<file path="src/rtl/mips_loader_pkg.sv">
// rtl/mips_loader_pkg.sv - shared states and framing constants for the IMEM stream loader
//
// Imported by imem_stream_loader and byte_word_packer.
//   state_t    : loader states HDR, DATA, CSUM, DONE, ERR
//   LEN_BYTES  : bytes in the big-endian length header
//   WORD_BYTES : bytes per instruction word
//   CSUM_W     : width of the payload checksum

package mips_loader_pkg;

    typedef enum logic [2:0] {
        HDR  = 3'd0,
        DATA = 3'd1,
        CSUM = 3'd2,
        DONE = 3'd3,
        ERR  = 3'd4
    } state_t;

    localparam int LEN_BYTES  = 4;
    localparam int WORD_BYTES = 4;
    localparam int CSUM_W     = 8;

endpackage

</file>
<file path="src/rtl/byte_word_packer.sv">
// rtl/byte_word_packer.sv - packs big-endian bytes into 32-bit words
//
// Ports:
//   clk, rst_n  : clock, asynchronous active-low reset
//   clear       : drops any partially packed word (priority over shift_en)
//   shift_en    : byte_in is shifted in this cycle
//   byte_in     : incoming byte, first byte of a word ends up in [31:24]
//   word_valid  : combinational; high in the cycle the last byte of a word shifts in
//   word        : the completed word, valid together with word_valid

module byte_word_packer
    import mips_loader_pkg::*;
(
    input  logic        clk,
    input  logic        rst_n,
    input  logic        clear,
    input  logic        shift_en,
    input  logic [7:0]  byte_in,
    output logic        word_valid,
    output logic [31:0] word
);

    logic [1:0]  cnt;
    logic [23:0] acc;

    always_ff @(posedge clk or negedge rst_n) begin
        if (!rst_n) begin
            cnt <= '0;
            acc <= '0;
        end else if (clear) begin
            cnt <= '0;
            acc <= '0;
        end else if (shift_en) begin
            acc <= {acc[15:0], byte_in};
            cnt <= cnt + 2'd1;
        end
    end

    // The word completes with the current byte, so it is presented without
    // waiting for the shift register to absorb it.
    assign word_valid = shift_en && !clear && (cnt == 2'(WORD_BYTES - 1));
    assign word       = {acc, byte_in};

endmodule

</file>
<file path="src/rtl/imem_stream_loader.sv">
// rtl/imem_stream_loader.sv - loads a length-prefixed byte stream into IMEM and releases the core
//
// Optional feature macro: IMEM_LOADER_CSUM_EN (trailing payload checksum byte).
//
// Ports:
//   clk, rst_n  : clock, asynchronous active-low reset
//   reload      : one-cycle pulse, restarts the load (wins over a same-cycle transfer)
//   in_valid    : stream byte valid
//   in_data     : stream byte
//   in_ready    : loader accepts a byte this cycle
//   imem_we     : single-cycle IMEM write strobe
//   imem_addr   : IMEM word address
//   imem_wdata  : IMEM write data
//   cpu_hold    : core stall, low only once the image is loaded
//   done        : image loaded (and checksum matched when enabled)
//   error       : oversize length or checksum mismatch

module imem_stream_loader
    import mips_loader_pkg::*;
#(
    parameter int IMEM_AW   = 6,
    parameter int BASE_ADDR = 0
) (
    input  logic               clk,
    input  logic               rst_n,
    input  logic               reload,
    input  logic               in_valid,
    input  logic [7:0]         in_data,
    output logic               in_ready,
    output logic               imem_we,
    output logic [IMEM_AW-1:0] imem_addr,
    output logic [31:0]        imem_wdata,
    output logic               cpu_hold,
    output logic               done,
    output logic               error
);

    // Words that fit between BASE_ADDR and the top of IMEM; 33 bits so the
    // 32-bit length compares without wrapping.
    localparam logic [32:0] MAX_WORDS = 33'((64'd1 << IMEM_AW) - 64'(BASE_ADDR));
    localparam logic [IMEM_AW-1:0] BASE = IMEM_AW'(BASE_ADDR);

`ifdef IMEM_LOADER_CSUM_EN
    localparam state_t AFTER_DATA = CSUM;
    logic [CSUM_W-1:0] csum;
`else
    localparam state_t AFTER_DATA = DONE;
`endif

    state_t      state, state_nx;
    logic        run_q;
    logic [31:0] len_q;
    logic [31:0] word_cnt;
    logic        data_full;
    logic        fire;
    logic        pk_shift;
    logic        pk_valid;
    logic [31:0] pk_word;

    // run_q keeps in_ready low while in reset and for the reset-release edge.
    assign data_full = (word_cnt == len_q);
    assign in_ready  = run_q && ((state == HDR) ||
                                 (state == DATA && !data_full) ||
                                 (state == CSUM));
    assign fire      = in_valid && in_ready && !reload;
    assign pk_shift  = fire && (state == HDR || state == DATA);

    // The header length and payload words share one packer.
    byte_word_packer u_packer (
        .clk        (clk),
        .rst_n      (rst_n),
        .clear      (reload),
        .shift_en   (pk_shift),
        .byte_in    (in_data),
        .word_valid (pk_valid),
        .word       (pk_word)
    );

    always_comb begin
        state_nx = state;
        case (state)
            HDR: begin
                if (pk_valid) begin
                    if ({1'b0, pk_word} > MAX_WORDS) state_nx = ERR;
                    else if (pk_word == 32'd0)       state_nx = AFTER_DATA;
                    else                             state_nx = DATA;
                end
            end
            DATA: begin
`ifdef IMEM_LOADER_CSUM_EN
                // Leave on the last word so the checksum byte is never blocked.
                if (pk_valid && (word_cnt + 32'd1 == len_q)) state_nx = CSUM;
`else
                // Stay until the last strobe has gone out.
                if (data_full && imem_we) state_nx = DONE;
`endif
            end
            CSUM: begin
`ifdef IMEM_LOADER_CSUM_EN
                if (fire) state_nx = (in_data == csum) ? DONE : ERR;
`endif
            end
            default: state_nx = state;
        endcase
        if (reload) state_nx = HDR;
    end

    always_ff @(posedge clk or negedge rst_n) begin
        if (!rst_n) begin
            state      <= HDR;
            run_q      <= 1'b0;
            len_q      <= '0;
            word_cnt   <= '0;
            imem_we    <= 1'b0;
            imem_addr  <= BASE;
            imem_wdata <= '0;
`ifdef IMEM_LOADER_CSUM_EN
            csum       <= '0;
`endif
        end else begin
            run_q   <= 1'b1;
            state   <= state_nx;
            imem_we <= 1'b0;
            if (reload) begin
                len_q     <= '0;
                word_cnt  <= '0;
                imem_addr <= BASE;
`ifdef IMEM_LOADER_CSUM_EN
                csum      <= '0;
`endif
            end else begin
                // Address moves on only after the strobe cycle has used it.
                if (imem_we) imem_addr <= imem_addr + 1'b1;
                if (state == HDR && pk_valid) len_q <= pk_word;
                if (state == DATA && pk_valid) begin
                    imem_wdata <= pk_word;
                    imem_we    <= 1'b1;
                    word_cnt   <= word_cnt + 32'd1;
                end
`ifdef IMEM_LOADER_CSUM_EN
                if (state == DATA && fire) csum <= csum + in_data;
`endif
            end
        end
    end

    assign done     = (state == DONE);
    assign error    = (state == ERR);
    assign cpu_hold = (state != DONE);

endmodule

</file>
<file path="config.mk">
export PLATFORM = sky130hd
export DESIGN_NAME = imem_stream_loader
export DESIGN_NICKNAME = d
export VERILOG_FILES = /design/src/rtl/mips_loader_pkg.sv /design/src/rtl/byte_word_packer.sv /design/src/rtl/imem_stream_loader.sv
export SDC_FILE = /design/constraint.sdc
export NUM_CORES = 1
export LEC_CHECK = 0
export BUFFER_PORTS_ARGS = -buffer_cell sky130_fd_sc_hd__buf_2
export CORE_ASPECT_RATIO = 1.4
export CORE_MARGIN = 1.5
export CORE_UTILIZATION = 40
export DETAILED_ROUTE_END_ITERATION = 7
export PLACE_DENSITY = 0.55
export SLEW_MARGIN = 40
export SYNTH_ARGS = -nofsm -noshare
export SYNTH_HDL_FRONTEND = slang
export SYNTH_SLANG_ARGS = --single-unit
</file>
<file path="constraint.sdc">
create_clock -name clk -period 8.1 [get_ports clk]
set_clock_uncertainty 0.15 [all_clocks]
set_input_delay 1.62 -clock clk [delete_from_list [all_inputs] [get_ports clk]]
set_output_delay 1.62 -clock clk [all_outputs]
set_load 0.05 [all_outputs]
</file>
# Word-level counts from Yosys, hierarchy flattened
# Index checks and enable logic that the tools add are counted.
# totals
ram_bits	0
output_inout_bits	43
mem_bits_ro	0
latch_bits	0
in_bits	12
elab_cells	65
register_bits	133
n_memories	0
# classes
div	0
mul	0
add_sub_neg	3
order_cmp	1
eq_ne	9
shifts	0
muxes	18
bitwise_logic	1
reduce_logical	24
# op_table
cell	n
2-to-1 mux 32 bit	4
2-to-1 mux 24 bit	2
adder 32 x 1 -> 32 bit, second input constant	1
equality test 32 bit	1
greater-than comparator 32 x 7 -> 1 bit, second input constant	1
logical NOT 32 bit	1
2-to-1 mux 3 bit	4
2-to-1 mux 6 bit	2
logical AND 1 bit	10
nonzero test 2 bit	4
adder 6 x 1 -> 6 bit, second input constant	1
equality test 3 x 2 -> 1 bit, second input constant	2
2-to-1 mux 2 bit	3
!= test 3 x 2 -> 1 bit, second input constant	2
one-hot mux 3 bit (2 select lines)	1
equality test 3 x 1 -> 1 bit, second input constant	1
equality test 3 bit, second input constant	1
logical NOT 3 bit	1
logical OR 1 bit	3
!= test 3 bit, second input constant	1
AND reduction 3 bit	1
nonzero test 3 bit	1
adder 2 x 1 -> 2 bit, second input constant	1
equality test 2 bit, second input constant	1
other kinds (4)	6

# Depth between registers and ports, before layout
# logic_depth
depth_word	14
ltp_mapped	9

# Cells and area by module
# From an unflattened synthesis, not the netlist that was laid out.
# hier_totals
cells_unflattened	578
hier_area_um2	6147.1
# by_module_without_submodules
mod	seq_area_each_um2	instances	area_each_um2	cells_per_inst
imem_stream_loader	2677.6	1	4991.0	483
byte_word_packer	650.6	1	1156.1	95

# Least setup slack after synthesis
# OpenSTA, ideal clock, no wires.
# synth_timing
path_kind	input to register
start	input reload
end	register word_cnt[22]
stages	8
path_slack_ps	4113
t_arrival_ps	3712
path_buffers	2
setup_time_ps	125
cell_sequence	buf_2 -> inv_2 -> nand4_2 -> or2_2 -> clkbuf_1 -> or4_2 -> nor4_1 -> mux2_2
# synth_via
elab_chain_cells	7
# synth_lines
item	line	source
from (decl)	imem_stream_loader.sv:26	input logic reload,
logical NOT 1 bit	byte_word_packer.sv:41, imem_stream_loader.sv:65	
logical AND 1 bit	imem_stream_loader.sv:65	assign fire = in_valid && in_ready && !reload;
logical AND 1 bit	imem_stream_loader.sv:66	assign pk_shift = fire && (state == HDR || state == DATA);
logical AND 1 bit (2 in a row)	byte_word_packer.sv:41	assign word_valid = shift_en && !clear && (cnt == 2'(WORD_BYTES - 1));
logical AND 1 bit	imem_stream_loader.sv:135	if (state == DATA && pk_valid) begin
nonzero test 2 bit (no line)	n/a	
to (signal assigned)	imem_stream_loader.sv:138	word_cnt <= word_cnt + 32'd1;
to (decl)	imem_stream_loader.sv:53	logic [31:0] word_cnt;
# Parallel ways exist; a longest one is shown, timed or not.
# A chain may end at the register's enable or synchronous reset.

# Worst setup path in the final report
# layout_timing
start	register word_cnt[21]
end	output in_ready
# layout_via
elab_chain_cells	6
# layout_lines
item	line	source
equality test 32 bit	imem_stream_loader.sv:61	assign data_full = (word_cnt == len_q);
logical NOT 1 bit	imem_stream_loader.sv:63	(state == DATA && !data_full) ||
logical AND 1 bit	imem_stream_loader.sv:63	
logical OR 1 bit	imem_stream_loader.sv:62	assign in_ready = run_q && ((state == HDR) ||
logical OR 1 bit	imem_stream_loader.sv:63	
logical AND 1 bit	imem_stream_loader.sv:62	
to (decl)	imem_stream_loader.sv:29	output logic in_ready,
# Every way passes these cells.

==> impl_results.md <==
* Ports at 55
* Critical path arrival at 2.89 ns
* # hold bufs at CTS at 0
* Root buf cell: clkbuf_16
* CP Capture Type: primary output
* Post-Syn Nets at 665
* Met3 routed WL at between 500 and 600 um
* Critical path data required time at 6.33 ns
* Dominant cell type by area after synthesis: dfrtp_1
* P_leak at 0.00350 uW
* Placer Congestion at 0.841
* DR vias/cell at 5.59
* Async set or reset register ratio after synthesis at between 90% and 100%
* Initial DRT Pass Iterations at 5
* Final Hold Vio Count at 0
* Routed wire per std cell at 18.1 um
* CTS buffer count at 17
* Mean Syn Cell Area at slightly below 10 sq um
* Switching pwr at 355 uW
* Netlist cell types at 47
* Outcome: complete, no violations
* HP Class: reg2reg
* Initial Utilization at 41.1%
* Synth top area cells: dfrtp_1 (52%), mux2_2 (8.1%), a21oi_1 (5.4%)
* Tcrit/Tclk final at 57.5%
* Peak VDD IR at 126 uV
* Post-synth EDFFs at 0
* Initial antenna violation count at 0
* Clk_lat worst skew at between 0.4 and 0.5 ns
* Die X-Extent at 110 um
* Cell Rows at 54
* Layout Cells excl Fill at 896
* Syn. warnings at 0
* Sequential area share after synthesis at approximately half
* Resized cells post-CTS at 0
* Die area at about 17,000 sq um
* DRC Markers at 0
* Detailed Place HPWL at approximately 11,000 um
* Most common cell after layout, fill and taps aside: dfrtp_1
* CP Buf/Inv Count at 1
* Fin nets at 702
* Power Total at 1460 uW
* Share of the synthesized area in the top cell type at 51.9%
* Minimum clock period at 4.66 ns
* Sequential group share of total power at 45.8%
* CP Cell Sequence: xor2_1, nor4_1, nand4_1, nor2_2, o21ai_0, nor2b_1, buf_2
* Total negative slack at 0 ns
* Cell area after synthesis at ~6400 sq um
* Switching share of power at 24.3%
* All-Layer GR Usage at 20.7%
* Clk buf depth at 2
* Via count at 5,010
* Antenna viol nets, final at 0
* Fmax at 215 MHz
* Clk slew on worst S/H paths at 0.07 ns
* Combinational share of power at 3.0%
* Core Area at 15,600 sq um
* Pin count of the biggest net entering global routing at 68
* Syn Inst Count at 650
* Worst Tran Pin Value at 0.740 ns
* Vias in the first global route at 4,932
* Layout cells sized above 1 at 23.0%
* Top delay family on crit path: simple AND/OR/NAND/NOR gates
* Relative slew slack at 49.4%
* Final setup vio count at 0
* Power density over cell area at 197 nW/um^2
* Power share of the clock group at 51.2%
* I/O Buffers at 54
* Post-synth top flop: dfrtp_1
* CP max stage cell: nor2_2
* Max Fanout on Critical Path at 10
* Final core occ at 47.5%
* Layout area overhead at 15.5%
* Die Height at 153 um
* Length of routed met2 wiring at 8170 um
* # diodes at 0
* Initial DRC count at 307
* Clock Sinks at roughly 130
* Congestion Overflow GR at 0
* Routed wire length at between 15,000 and 20,000 um
* Int Pwr at about 1100 uW
* Worst Path Class, Setup: reg2out
* First-pass GRT wire length at 26,700 um
* Final Max Tran Viols at 0
* Crit path launch type: register
* Met1 Wirelength at 6930 um
* Placed insts at 863
* Seq cells post-synth at 133
* Post-CTS setup repair buffer count at 0
* Placement Cell Area at between 6000 and 7000 sq um
* Max_cap viols at 0
* Unrepaired setup endpoints after global routing: no
* TritonCTS clock tree: done
* Max incr delay on CP at 0.56 ns
* Max layer used: met4
* Htree depth at 4
* Commonest non-fill, non-tap cells in the layout: dfrtp_1 (133), nand2_1 (84), a21oi_1 (69), buf_2 (52), mux2_2 (46)
* Final non-filler cell area at between 7000 and 8000 sq um
==> Yosys cell counts, types with 6 or more instances <==
cell type / count
nand4_1: 14
nand3_1: 39
xor2_1: 35
dfrtp_1: 133
a21oi_1: 69
and3_1: 6
nor4_1: 21
nand2_1: 84
o31ai_1: 7
nor2_1: 39
nor2b_1: 9
inv_1: 12
o21ai_0: 30
mux2_2: 46
nor3_1: 9
clkbuf_1: 28
or4_1: 6
==> state kept, by name, indices dropped and copies added, names as in the netlist <==
signal,cells
imem_we,1
run_q,1
word_cnt,32
state,3
imem_addr,6
u_packer.cnt,2
imem_wdata,32
len_q,32
u_packer.acc,24
==> worst reg2reg max path, stage by stage, from the launching register on <==
cell and delay [ns]:
dfrtp_1 0.47, xor2_1 0.21, nor4_1 0.42, nand4_1 0.36, o21ai_4 0.73, buf_4 0.51, mux2_2 0.43
==> power groups by stage <==
stage                     Sequential (uW)  Clock (uW)  Combinational, uW
after global routing                  670         790               50.3
after detailed placement              683           0               44.7
after CTS                             670         761               45.0
after global placement                682           0               43.8
after floorplan                       681           0               20.5
final                                 670         749               44.1
==> final cells by class <==
type                       count  area (sq um)
multi-input combinational    463          2890
inverter                      13          48.8
timing repair buffer          59           327
sequential                   133          3330
clock buffer                  18           429
fill                        1444          8200
tap                          196           245
clock inverter                14           143
==> path summary, 6_finish.rpt <==
kind,start,to,depth (start not counted),slack [ns]
setup / recovery,word_cnt[21],in_ready,7,3.44
hold / removal,imem_wdata[29],imem_wdata[29],1,0.35
setup reg to reg,word_cnt[21],imem_wdata[27],6,4.72
hold reg to reg,imem_wdata[29],imem_wdata[29],1,0.35
max in group asynchronous,rst_n,u_packer.cnt[1],2,5.71
min in group asynchronous,rst_n,imem_wdata[19],1,1.05
==> cell families after synthesis <==
kind of cell | synth area share [%]
and+or+nand+nor | 19.7
DFF | 51.9
AOI/OAI and AO/OA | 10.5
buffers and inverters | 3.70
muxes | 8.38
xor gates and xnor gates | 5.19
adders and majority gates | 0.585
other | 0.0584
==> per-layer routing <==
layer,vias up,GRT usage (%)
met3,34,4.05
met2,138,33.7
li1,2371,-
met5,-,0
met4,0,9.40
met1,2467,26.2
==> stage by stage <==
stage                     worst slack (ns)  hold WS (ns)
final                                 3.44         0.352
after global routing                  3.28         0.369
after CTS                             3.25         0.353
after detailed placement              3.33         0.338
after global placement                3.37         0.335
after floorplan                       4.11         0.343
Power figures use the tool's default switching activity.
